[src/rtl/calc_pkg.sv]
`default_nettype none
// ============================================================================
//  Package     : calc_pkg
//  Description : Shared types and defaults for the calculator entry datapath.
//  Revision    : 1.0 - initial release
// ============================================================================
package calc_pkg;

   typedef enum logic [1:0] {
      S_OP1    = 2'd0,
      S_OP2    = 2'd1,
      S_RESULT = 2'd2
   } entry_state_t;

   localparam int OP_W_DEFAULT = 4;

endpackage
`default_nettype wire

[src/rtl/btn_debounce.sv]
`default_nettype none
// ============================================================================
//  Module      : btn_debounce
//  Description : Counter debouncer with one-cycle press pulse on stable 0->1.
//                Optional 2-flop input synchroniser under OPERAND_ENTRY_SYNC_EN.
//  Revision    : 1.0 - initial release
// ============================================================================
module btn_debounce #(
   parameter int DEBOUNCE_CYCLES = 1_000_000
) (
   input  logic clk,
   input  logic rst,
   input  logic raw,
   output logic stable,
   output logic press
);

   localparam int               CNT_W    = $clog2(DEBOUNCE_CYCLES);
   localparam logic [CNT_W-1:0] CNT_LAST = CNT_W'(DEBOUNCE_CYCLES - 1);

   logic raw_s;

`ifdef OPERAND_ENTRY_SYNC_EN
   logic [1:0] sync_q;

   always_ff @(posedge clk) begin
      if (rst) sync_q <= 2'b00;
      else     sync_q <= {sync_q[0], raw};
   end

   assign raw_s = sync_q[1];
`else
   assign raw_s = raw;
`endif

   logic [CNT_W-1:0] cnt_q, cnt_d;
   logic             stable_q, stable_d;
   logic             press_q, press_d;

   // Counter length equals the number of consecutive differing samples seen.
   always_comb begin
      cnt_d    = cnt_q;
      stable_d = stable_q;
      press_d  = 1'b0;
      if (raw_s == stable_q) begin
         cnt_d = '0;
      end else if (cnt_q == CNT_LAST) begin
         cnt_d    = '0;
         stable_d = raw_s;
         press_d  = raw_s;
      end else begin
         cnt_d = cnt_q + CNT_W'(1);
      end
   end

   always_ff @(posedge clk) begin
      if (rst) begin
         cnt_q    <= '0;
         stable_q <= 1'b0;
         press_q  <= 1'b0;
      end else begin
         cnt_q    <= cnt_d;
         stable_q <= stable_d;
         press_q  <= press_d;
      end
   end

   assign stable = stable_q;
   assign press  = press_q;

endmodule
`default_nettype wire

[src/rtl/operand_entry.sv]
`default_nettype none
// ============================================================================
//  Module      : operand_entry
//  Description : Debounced button front end and op1/op2 capture FSM feeding the
//                mini ALU. Define OPERAND_ENTRY_SYNC_EN to synchronise inputs.
//  Revision    : 1.0 - initial release
// ============================================================================
module operand_entry
   import calc_pkg::*;
#(
   parameter int DEBOUNCE_CYCLES = 1_000_000,
   parameter int OP_W            = OP_W_DEFAULT
) (
   input  logic            clk,
   input  logic            rst,
   input  logic [OP_W-1:0] sw,
   input  logic            btn_enter,
   input  logic            btn_op,
   input  logic            btn_sign,
   input  logic            btn_clear,
   output logic [OP_W-1:0] op1,
   output logic [OP_W-1:0] op2,
   output logic            operation,
   output logic            sign,
   output logic            result_valid,
   output logic [1:0]      phase
);

   localparam logic [1:0] ST_OP1    = S_OP1;
   localparam logic [1:0] ST_OP2    = S_OP2;
   localparam logic [1:0] ST_RESULT = S_RESULT;

   localparam int BTN_ENTER = 0;
   localparam int BTN_OP    = 1;
   localparam int BTN_SIGN  = 2;
   localparam int BTN_CLEAR = 3;

   logic [3:0]      w_raw;
   logic [3:0]      w_press;
   logic [OP_W-1:0] w_sw;

   assign w_raw = {btn_clear, btn_sign, btn_op, btn_enter};

`ifdef OPERAND_ENTRY_SYNC_EN
   // Matches the button synchroniser depth so sw is aligned with the pulse.
   logic [OP_W-1:0] sw_meta_q, sw_sync_q;

   always_ff @(posedge clk) begin
      if (rst) begin
         sw_meta_q <= '0;
         sw_sync_q <= '0;
      end else begin
         sw_meta_q <= sw;
         sw_sync_q <= sw_meta_q;
      end
   end

   assign w_sw = sw_sync_q;
`else
   assign w_sw = sw;
`endif

   for (genvar i = 0; i < 4; i++) begin : g_btn
      btn_debounce #(
         .DEBOUNCE_CYCLES(DEBOUNCE_CYCLES)
      ) u_debounce (
         .clk    (clk),
         .rst    (rst),
         .raw    (w_raw[i]),
         .stable (),
         .press  (w_press[i])
      );
   end

   logic [1:0]      state_q, state_d;
   logic [OP_W-1:0] op1_q, op1_d;
   logic [OP_W-1:0] op2_q, op2_d;
   logic            operation_q, operation_d;
   logic            sign_q, sign_d;

   // Clear overrides enter; toggles apply independently of both.
   always_comb begin
      state_d     = state_q;
      op1_d       = op1_q;
      op2_d       = op2_q;
      operation_d = operation_q ^ w_press[BTN_OP];
      sign_d      = sign_q ^ w_press[BTN_SIGN];
      if (w_press[BTN_CLEAR]) begin
         op1_d   = '0;
         op2_d   = '0;
         state_d = ST_OP1;
      end else begin
         case (state_q)
            ST_OP1: if (w_press[BTN_ENTER]) begin
               op1_d   = w_sw;
               state_d = ST_OP2;
            end
            ST_OP2: if (w_press[BTN_ENTER]) begin
               op2_d   = w_sw;
               state_d = ST_RESULT;
            end
            ST_RESULT: if (w_press[BTN_ENTER]) begin
               op1_d   = '0;
               op2_d   = '0;
               state_d = ST_OP1;
            end
            default: begin
               op1_d   = '0;
               op2_d   = '0;
               state_d = ST_OP1;
            end
         endcase
      end
   end

   always_ff @(posedge clk) begin
      if (rst) begin
         state_q     <= ST_OP1;
         op1_q       <= '0;
         op2_q       <= '0;
         operation_q <= 1'b0;
         sign_q      <= 1'b0;
      end else begin
         state_q     <= state_d;
         op1_q       <= op1_d;
         op2_q       <= op2_d;
         operation_q <= operation_d;
         sign_q      <= sign_d;
      end
   end

   assign op1          = op1_q;
   assign op2          = op2_q;
   assign operation    = operation_q;
   assign sign         = sign_q;
   assign phase        = state_q;
   assign result_valid = (state_q == ST_RESULT);

endmodule
`default_nettype wire

[config.mk]
export PLATFORM = sky130hd
export DESIGN_NAME = operand_entry
export DESIGN_NICKNAME = d
export VERILOG_FILES = /design/src/rtl/calc_pkg.sv /design/src/rtl/btn_debounce.sv /design/src/rtl/operand_entry.sv
export SDC_FILE = /design/constraint.sdc
export NUM_CORES = 1
export LEC_CHECK = 0
export ABC_AREA = 1
export CORE_ASPECT_RATIO = 0.75
export CORE_MARGIN = 3
export CORE_UTILIZATION = 23
export CTS_CLUSTER_DIAMETER = 50
export CTS_CLUSTER_SIZE = 28
export DETAILED_ROUTE_END_ITERATION = 10
export SKIP_CTS_REPAIR_TIMING = 1
export SLEW_MARGIN = 40
export SYNTH_ARGS = -nofsm -noshare
export SYNTH_HDL_FRONTEND = slang
export SYNTH_SLANG_ARGS = --single-unit
export TNS_END_PERCENT = 5
[constraint.sdc]
create_clock -name clk -period 1.6 [get_ports clk]
set_input_delay 0.32 -clock clk [delete_from_list [all_inputs] [get_ports clk]]
set_output_delay 0.32 -clock clk [all_outputs]
set_load 0.01 [all_outputs]
== After elaboration in Yosys (flattened, before gate mapping) ==
Index checks and enable logic that the tools add are counted.
Operators by class
  $add $sub $neg: 4
  muxes and demuxes: 8
  equal/unequal tests: 13
  bitwise gates (word level): 12
  reductions and logical operators: 17
Operator list (number)
  20-bit by 1-bit adder with 20-bit output, second input constant: 4
  20-bit equality test, second input constant: 4
  4-bit case mux with 3 select lines: 2
  3-bit OR reduction: 8
  1-bit NOT: 10
  3-bit AND reduction: 3
  4-bit two-way mux: 2
  2-bit AND reduction: 4
  2-bit two-way mux: 3
  2-bit by 1-bit != test with 1-bit output, second input constant: 3
  2-bit case mux with 3 select lines: 1
  1-bit equality test: 4
  2-bit by 1-bit equality test with 1-bit output, second input constant: 1
  2-bit equality test, second input constant: 1
  2-bit zero test: 1
  2-bit OR reduction: 1
  1-bit bitwise XOR: 2
Storage, ports and cells
  word-level logic and storage cells: 71
  register bits after elaboration: 100
  output and inout port bits: 13
  bits of input ports: 10

== Logic depth before layout (Yosys ltp) ==
Gate-level depths: netlist of the first run.
  depth in word-level cells: 3
  depth in mapped cells: 9
  mapped depth without buffers: 9

== Hierarchy ==
Synthesis of the first run repeated with hierarchy kept, for this count alone.
Unflattened totals
  cell total of the unflattened synthesis: 718
  area, all modules: 5153.7 µm²
Modules (own cells, without submodules)
  btn_debounce: area each 1168.6 µm², cells an instance 164, times used 4, seq. area each 440.4 µm²
  operand_entry: area each 479.2 µm², cells an instance 62, times used 1, seq. area each 240.2 µm²

== Worst setup path before layout of the first run ==
No wires, ideal clock.
  kind: reg-to-reg
  from: register g_btn[1].u_debounce.cnt_q[0]
  to: register g_btn[1].u_debounce.cnt_q[17]
  arrival time: 1.306 ns
  setup time: 0.111 ns
  buffers on the path: 1
  slack: 0.183 ns
  period minus slack after synthesis: 1.417 ns
  stages on the path, launching flop included: 8
  required time: 1.489 ns
  cell sequence: dfxtp_1 ha_1 nand3_2 clkinv_1 nand3_2 o21bai_4 buf_12 nor2_2
On the way
  cells in the longest elaborated chain, start to end: 2
  elaborated cells between the ends (all ways): 3
  classes of those cells: 1 x add/sub; 1 x eq/ne; 1 x reduce/logical
RTL lines
  from (decl): RTL line btn_debounce.sv:36  | logic [CNT_W-1:0] cnt_q, cnt_d;
  from (signal assigned): RTL line btn_debounce.sv:62  | cnt_q <= cnt_d;
  branches (longest 2 deep; another with 20-bit by 1-bit adder with 20-bit output)
Parallel ways; which one is timed is not known.
A chain may end at the register's enable or synchronous reset.

== Worst setup path in the final report of the first run ==
  from: register op1_q[1], in the netlist op1[1]
  to: output port op1[1]
RTL lines
  from (decl): RTL line operand_entry.sv:76  | logic [OP_W-1:0] op1_q, op1_d;
  from (signal assigned): RTL line operand_entry.sv:125  | op1_q <= op1_d;
  to (decl): RTL line operand_entry.sv:21  | output logic [OP_W-1:0] op1,
No word-level cell between the ends.

==> results_tabular.tex, run 1 <==
\begin{tabular}{lr}
\hline
Metric & Value \\
\hline
\multicolumn{2}{l}{\textbf{Run status}} \\
\quad Result of the run & finished, final reports clean \\
\multicolumn{2}{l}{\textbf{Logic synthesis}} \\
\quad Yosys top cell area share & 38.9\% \\
\quad Share of the synthesized area in compound gates (AO/OA/AOI/OAI) & just over 5\% \\
\quad Simple logic cell fraction of the synthesized area & 41.2\% \\
\quad Synth warnings & 0 \\
\quad Count of different cell masters after synthesis & 31 \\
\quad Cell accounting for the most synthesized area & sky130\_fd\_sc\_hd\_\_dfxtp\_1 \\
\quad Number of nets produced by synthesis & approximately 780 \\
\quad Total of flip-flops plus latches after synthesis & 100 \\
\quad Main area contributors after synthesis & sky130\_fd\_sc\_hd\_\_dfxtp\_1, sky130\_fd\_sc\_hd\_\_nand2\_1, sky130\_fd\_sc\_hd\_\_nor2\_1 \\
\quad Fraction of the mapped netlist area in adder cells & 0.973\% \\
\quad Number of flops mapped to enable cells by yosys & 0 \\
\quad Largest family of logic cells by synthesized area & simple AND/OR/NAND/NOR gates \\
\quad Post-Synthesis Cell Area & 5140 µm² \\
\quad Primary flip-flop cell chosen by synthesis mapping & sky130\_fd\_sc\_hd\_\_dfxtp\_1 \\
\quad Xor/xnor share of the synthesized area & 6.98\% \\
\quad Mean area per synthesized cell & 6.72 µm² \\
\quad Async set-reset flop share out of synthesis & 0\% \\
\quad Sequential element share of the synthesized area & about 39\% \\
\quad Multiplexer area fraction after synthesis & 0\% \\
\quad Post-Synthesis Cells & 765 \\
\multicolumn{2}{l}{\textbf{Setup path}} \\
\quad Required time of the critical path & 1.28 ns \\
\quad Kind of critical path & reg -> out \\
\quad Endpoint kind of the worst setup timing path & output pin \\
\quad Cell Chain, Critical Path & clkdlybuf4s50\_1 \\
\quad WP buf/inv & 1 \\
\quad Arrival time worst endpoint & 1.23 ns \\
\quad Slowest library cell on the worst path & sky130\_fd\_sc\_hd\_\_clkdlybuf4s50\_1 \\
\quad Kind of launch point of the worst setup path & register \\
\quad Max incr delay on CP & 0.54 ns \\
\quad Gate family responsible for the most delay along the worst path & buffers and inverters \\
\quad Largest fanout on the critical path & 2 \\
\multicolumn{2}{l}{\textbf{Power and ir drop}} \\
\quad Switching power of the nets & 1.13 mW \\
\quad Clock group share of total power & 46.1\% \\
\quad Part of the total power dissipated in sequential elements & roughly 50\% \\
\quad Static leakage & 2.19 nW \\
\quad Power density normalized to cell area & 775 nW/µm² \\
\quad Power, Total & 4.94 mW \\
\quad Internal power contribution & 3.81 mW \\
\quad Peak ir drop on the vdd network & 479 µV \\
\quad Switching Share & 22.8\% \\
\quad Part of the power in combinational logic & 3.2\% \\
\multicolumn{2}{l}{\textbf{Place}} \\
\quad Placer's final routability congestion estimate & 0.853 \\
\quad Worst slack, placed & -0.153 ns \\
\quad Count of buffers from port buffering & 22 \\
\quad Total placed cells including tap cells & 1111 \\
\quad Sum of net half-perimeters after detailed placement & 8.63 mm \\
\multicolumn{2}{l}{\textbf{Timing}} \\
\quad Fin crit share & 97.0\% \\
\quad Final period demand of the worst path & 1.55 ns \\
\quad Setup ws final & 0.0476 ns \\
\quad RSZ-0062 raised after global routing & true \\
\quad WHS & 0.462 ns \\
\quad Max frequency & between 600 and 700 MHz \\
\quad Slew at the pin with the worst max-slew slack & 0.385 ns \\
\quad Clock tree skew after final layout & 0.00818 ns \\
\quad Endpoints failing hold & 0 \\
\quad Final number of max-transition violations & 0 \\
\quad Setup Viol. Count Final & 0 \\
\quad Worst rel slew slack & about three quarters \\
\multicolumn{2}{l}{\textbf{Global route}} \\
\quad Antenna violations before repair & 0 \\
\quad Largest net degree at the start of global routing & 21 \\
\quad Number of global-route vias before repair & 4190 \\
\quad First-pass GRT wire length & 19.6 mm \\
\quad Residual overflow from global routing & 0 \\
\quad Overall track demand over capacity in global routing & 9.86\% \\
\multicolumn{2}{l}{\textbf{Final layout}} \\
\quad Number of nets in the layout & 850 \\
\quad Count of inserted antenna diode cells & 0 \\
\quad Final instance count without filler cells & around 1100 \\
\quad Fillers & 2336 \\
\quad Synth-to-Final Area Change & 23.8\% \\
\quad Share of post-route cells with drive strength above 1 & about an eighth \\
\multicolumn{2}{l}{\textbf{Floorplanning}} \\
\quad Initial core utilization & around a quarter \\
\quad Site row count & 46 \\
\quad Die boundary width & roughly 180 µm \\
\quad Core Footprint & 21500 µm² \\
\quad Die H & roughly 140 µm \\
\quad Die Outline Area & roughly 24000 µm² \\
\quad Total I/O pin count & 23 \\
\multicolumn{2}{l}{\textbf{Clocking}} \\
\quad Clock Path Buffers & 2 \\
\quad Clock sinks & 100 \\
\quad TritonCTS clock tree & yes \\
\quad H-tree levels & 3 \\
\quad Root cell of the clock tree & sky130\_fd\_sc\_hd\_\_clkbuf\_16 \\
\quad Clock slew at the register clock pins of the worst setup and hold paths & approximately 0.070 ns \\
\quad Source-to-sink clock delay at the later pin of the worst-skew pair & 0.35 ns \\
\quad Number of buffers created by CTS & 9 \\
\multicolumn{2}{l}{\textbf{Worst hold path}} \\
\quad Min-Delay Path Class & reg -> reg \\
\multicolumn{2}{l}{\textbf{Routing}} \\
\quad Count of antenna-violating nets left after detailed routing & 0 \\
\quad Detailed-route wire length & 11.4 mm \\
\quad DRC violation count after routing & 0 \\
\quad Wirelength per Cell & 10.1 µm \\
\quad Overall via count from detail\_route & roughly 4700 \\
\quad Detailed-routing iteration count for the pre-antenna-repair pass & 5 \\
\quad Via/cell ratio & 4.12 \\
\quad 1st-iter DRT viols & 382 \\
\multicolumn{2}{l}{\textbf{Flow run}} \\
\quad Max-cap violation count & 0 \\
\hline
\end{tabular}
-- cell type report --
| type | count | area (µm²) | area share [%] |
|---|---|---|---|
| Clock inverter | 7 | 83.8 | 1.32 |
| Sequential cell | 100 | 2010 | 31.5 |
| Clock buffer | 9 | 225 | 3.54 |
| Timing Repair Buffer | 71 | 628 | 9.86 |
| Inverter | 70 | 263 | 4.12 |
| Multi-Input combinational cell | 584 | 2800 | 44.0 |
| Tap cell | 288 | 360 | 5.66 |
-- logic make-up (layout without fill, tap and decap cells) --
group,count (synthesis),in the layout
flip-flops,100,100
AND/OR/NAND/NOR,491,491
AO/OA/AOI/OAI,48,48
adder cells (fa/ha/maj),4,4
buffers and inverters,81,157
XOR/XNOR,41,41
-- cell usage after synthesis, types with 2 or more instances --
library cell / number
sky130_fd_sc_hd__a21oi_1: 38
sky130_fd_sc_hd__and2_1: 2
sky130_fd_sc_hd__buf_2: 4
sky130_fd_sc_hd__buf_4: 4
sky130_fd_sc_hd__dfxtp_1: 100
sky130_fd_sc_hd__ha_1: 4
sky130_fd_sc_hd__inv_1: 66
sky130_fd_sc_hd__inv_2: 3
sky130_fd_sc_hd__nand2_1: 202
sky130_fd_sc_hd__nand3_1: 46
sky130_fd_sc_hd__nand3_2: 8
sky130_fd_sc_hd__nand3b_1: 4
sky130_fd_sc_hd__nand4_1: 17
sky130_fd_sc_hd__nor2_1: 174
sky130_fd_sc_hd__nor2_2: 16
sky130_fd_sc_hd__nor2_4: 2
sky130_fd_sc_hd__nor3_1: 7
sky130_fd_sc_hd__o21ai_0: 4
sky130_fd_sc_hd__o21bai_1: 5
sky130_fd_sc_hd__or2_0: 4
sky130_fd_sc_hd__or2_2: 6
sky130_fd_sc_hd__xnor2_1: 19
sky130_fd_sc_hd__xor2_1: 22
-- per-stage QoR --
stage                     utilization (%)  setup TNS (ns)  area (µm²)
after detailed placement             27.9           -3.30        6000
after global routing                 29.6         -0.0156        6370
after CTS                            29.3          -0.377        6310
after floorplan                         -               0        5140
after global placement               27.9           -2.67        6000
final                                29.6               0        6370
-- placed cells by master (no fill, tap or decap), types with 5 or more instances in the layout --
| cell | instances |
|---|---|
| sky130_fd_sc_hd__o21bai_1 | 5 |
| sky130_fd_sc_hd__nor2_2 | 15 |
| sky130_fd_sc_hd__clkdlybuf4s50_1 | 16 |
| sky130_fd_sc_hd__inv_1 | 66 |
| sky130_fd_sc_hd__dfxtp_1 | 97 |
| sky130_fd_sc_hd__nor2_1 | 174 |
| sky130_fd_sc_hd__nand3_1 | 46 |
| sky130_fd_sc_hd__xnor2_1 | 19 |
| sky130_fd_sc_hd__nor3_1 | 7 |
| sky130_fd_sc_hd__buf_4 | 47 |
| sky130_fd_sc_hd__nand3_2 | 8 |
| sky130_fd_sc_hd__or2_2 | 6 |
| sky130_fd_sc_hd__dlymetal6s2s_1 | 6 |
| sky130_fd_sc_hd__clkbuf_16 | 9 |
| sky130_fd_sc_hd__nand2_1 | 202 |
| sky130_fd_sc_hd__xor2_1 | 22 |
| sky130_fd_sc_hd__a21oi_1 | 38 |
| sky130_fd_sc_hd__nand4_1 | 17 |
-- power by group through the flow --
stage / Sequential, mW / Clock (mW) / Combinational (mW)
6_report: 2.50 / 2.28 / 0.158
5_1_grt: 2.50 / 2.46 / 0.176
4_1_cts: 2.50 / 2.35 / 0.153
3_5_place_dp: 2.56 / 0 / 0.152
3_3_place_gp: 2.56 / 0 / 0.152
2_1_floorplan: 2.56 / 0 / 0.0757
-- final timing paths --
| check | depth (start not counted) | endpoint | from | slack, ns |
|---|---|---|---|---|
| max | 1 | op1[1] | op1[1] | 0.05 |
| min | 2 | op2[1] | op2[1] | 0.46 |
| max reg2reg | 8 | g_btn[1].u_debounce.cnt_q[15] | g_btn[1].u_debounce.cnt_q[4] | 0.14 |
| min reg2reg | 2 | op2[1] | op2[1] | 0.46 |
-- sequential cells by signal, indices dropped and copies added (netlist names) --
signal,flops
g_btn.u_debounce.cnt_q,80
op1,4
op2,4
phase,2
sign,1
operation,1
g_btn.u_debounce.press,4
g_btn.u_debounce.stable,4
-- per-layer routing --
layer	global-route usage (%)	vias to the layer above	wire length, µm
met4	2.47	0	62
met3	2.41	4	619
met1	14.8	2011	6210
met2	14.0	94	4520
li1	-	2541	-
met5	0	-	0
Note: power is estimated with default switching activity, not from simulation.
==> run 2: changes to the inputs <==
--- a/config.mk
+++ b/config.mk
@@ -9,7 +9,7 @@
 export CORE_ASPECT_RATIO = 0.75
 export CORE_MARGIN = 3
 export CORE_UTILIZATION = 23
-export CTS_CLUSTER_DIAMETER = 50
+export CTS_CLUSTER_DIAMETER = 80
 export CTS_CLUSTER_SIZE = 28
 export DETAILED_ROUTE_END_ITERATION = 10
 export SKIP_CTS_REPAIR_TIMING = 1
==> results of run 2 <==
Same layout as run 1: the final DEF is identical, and so are final timing and power.
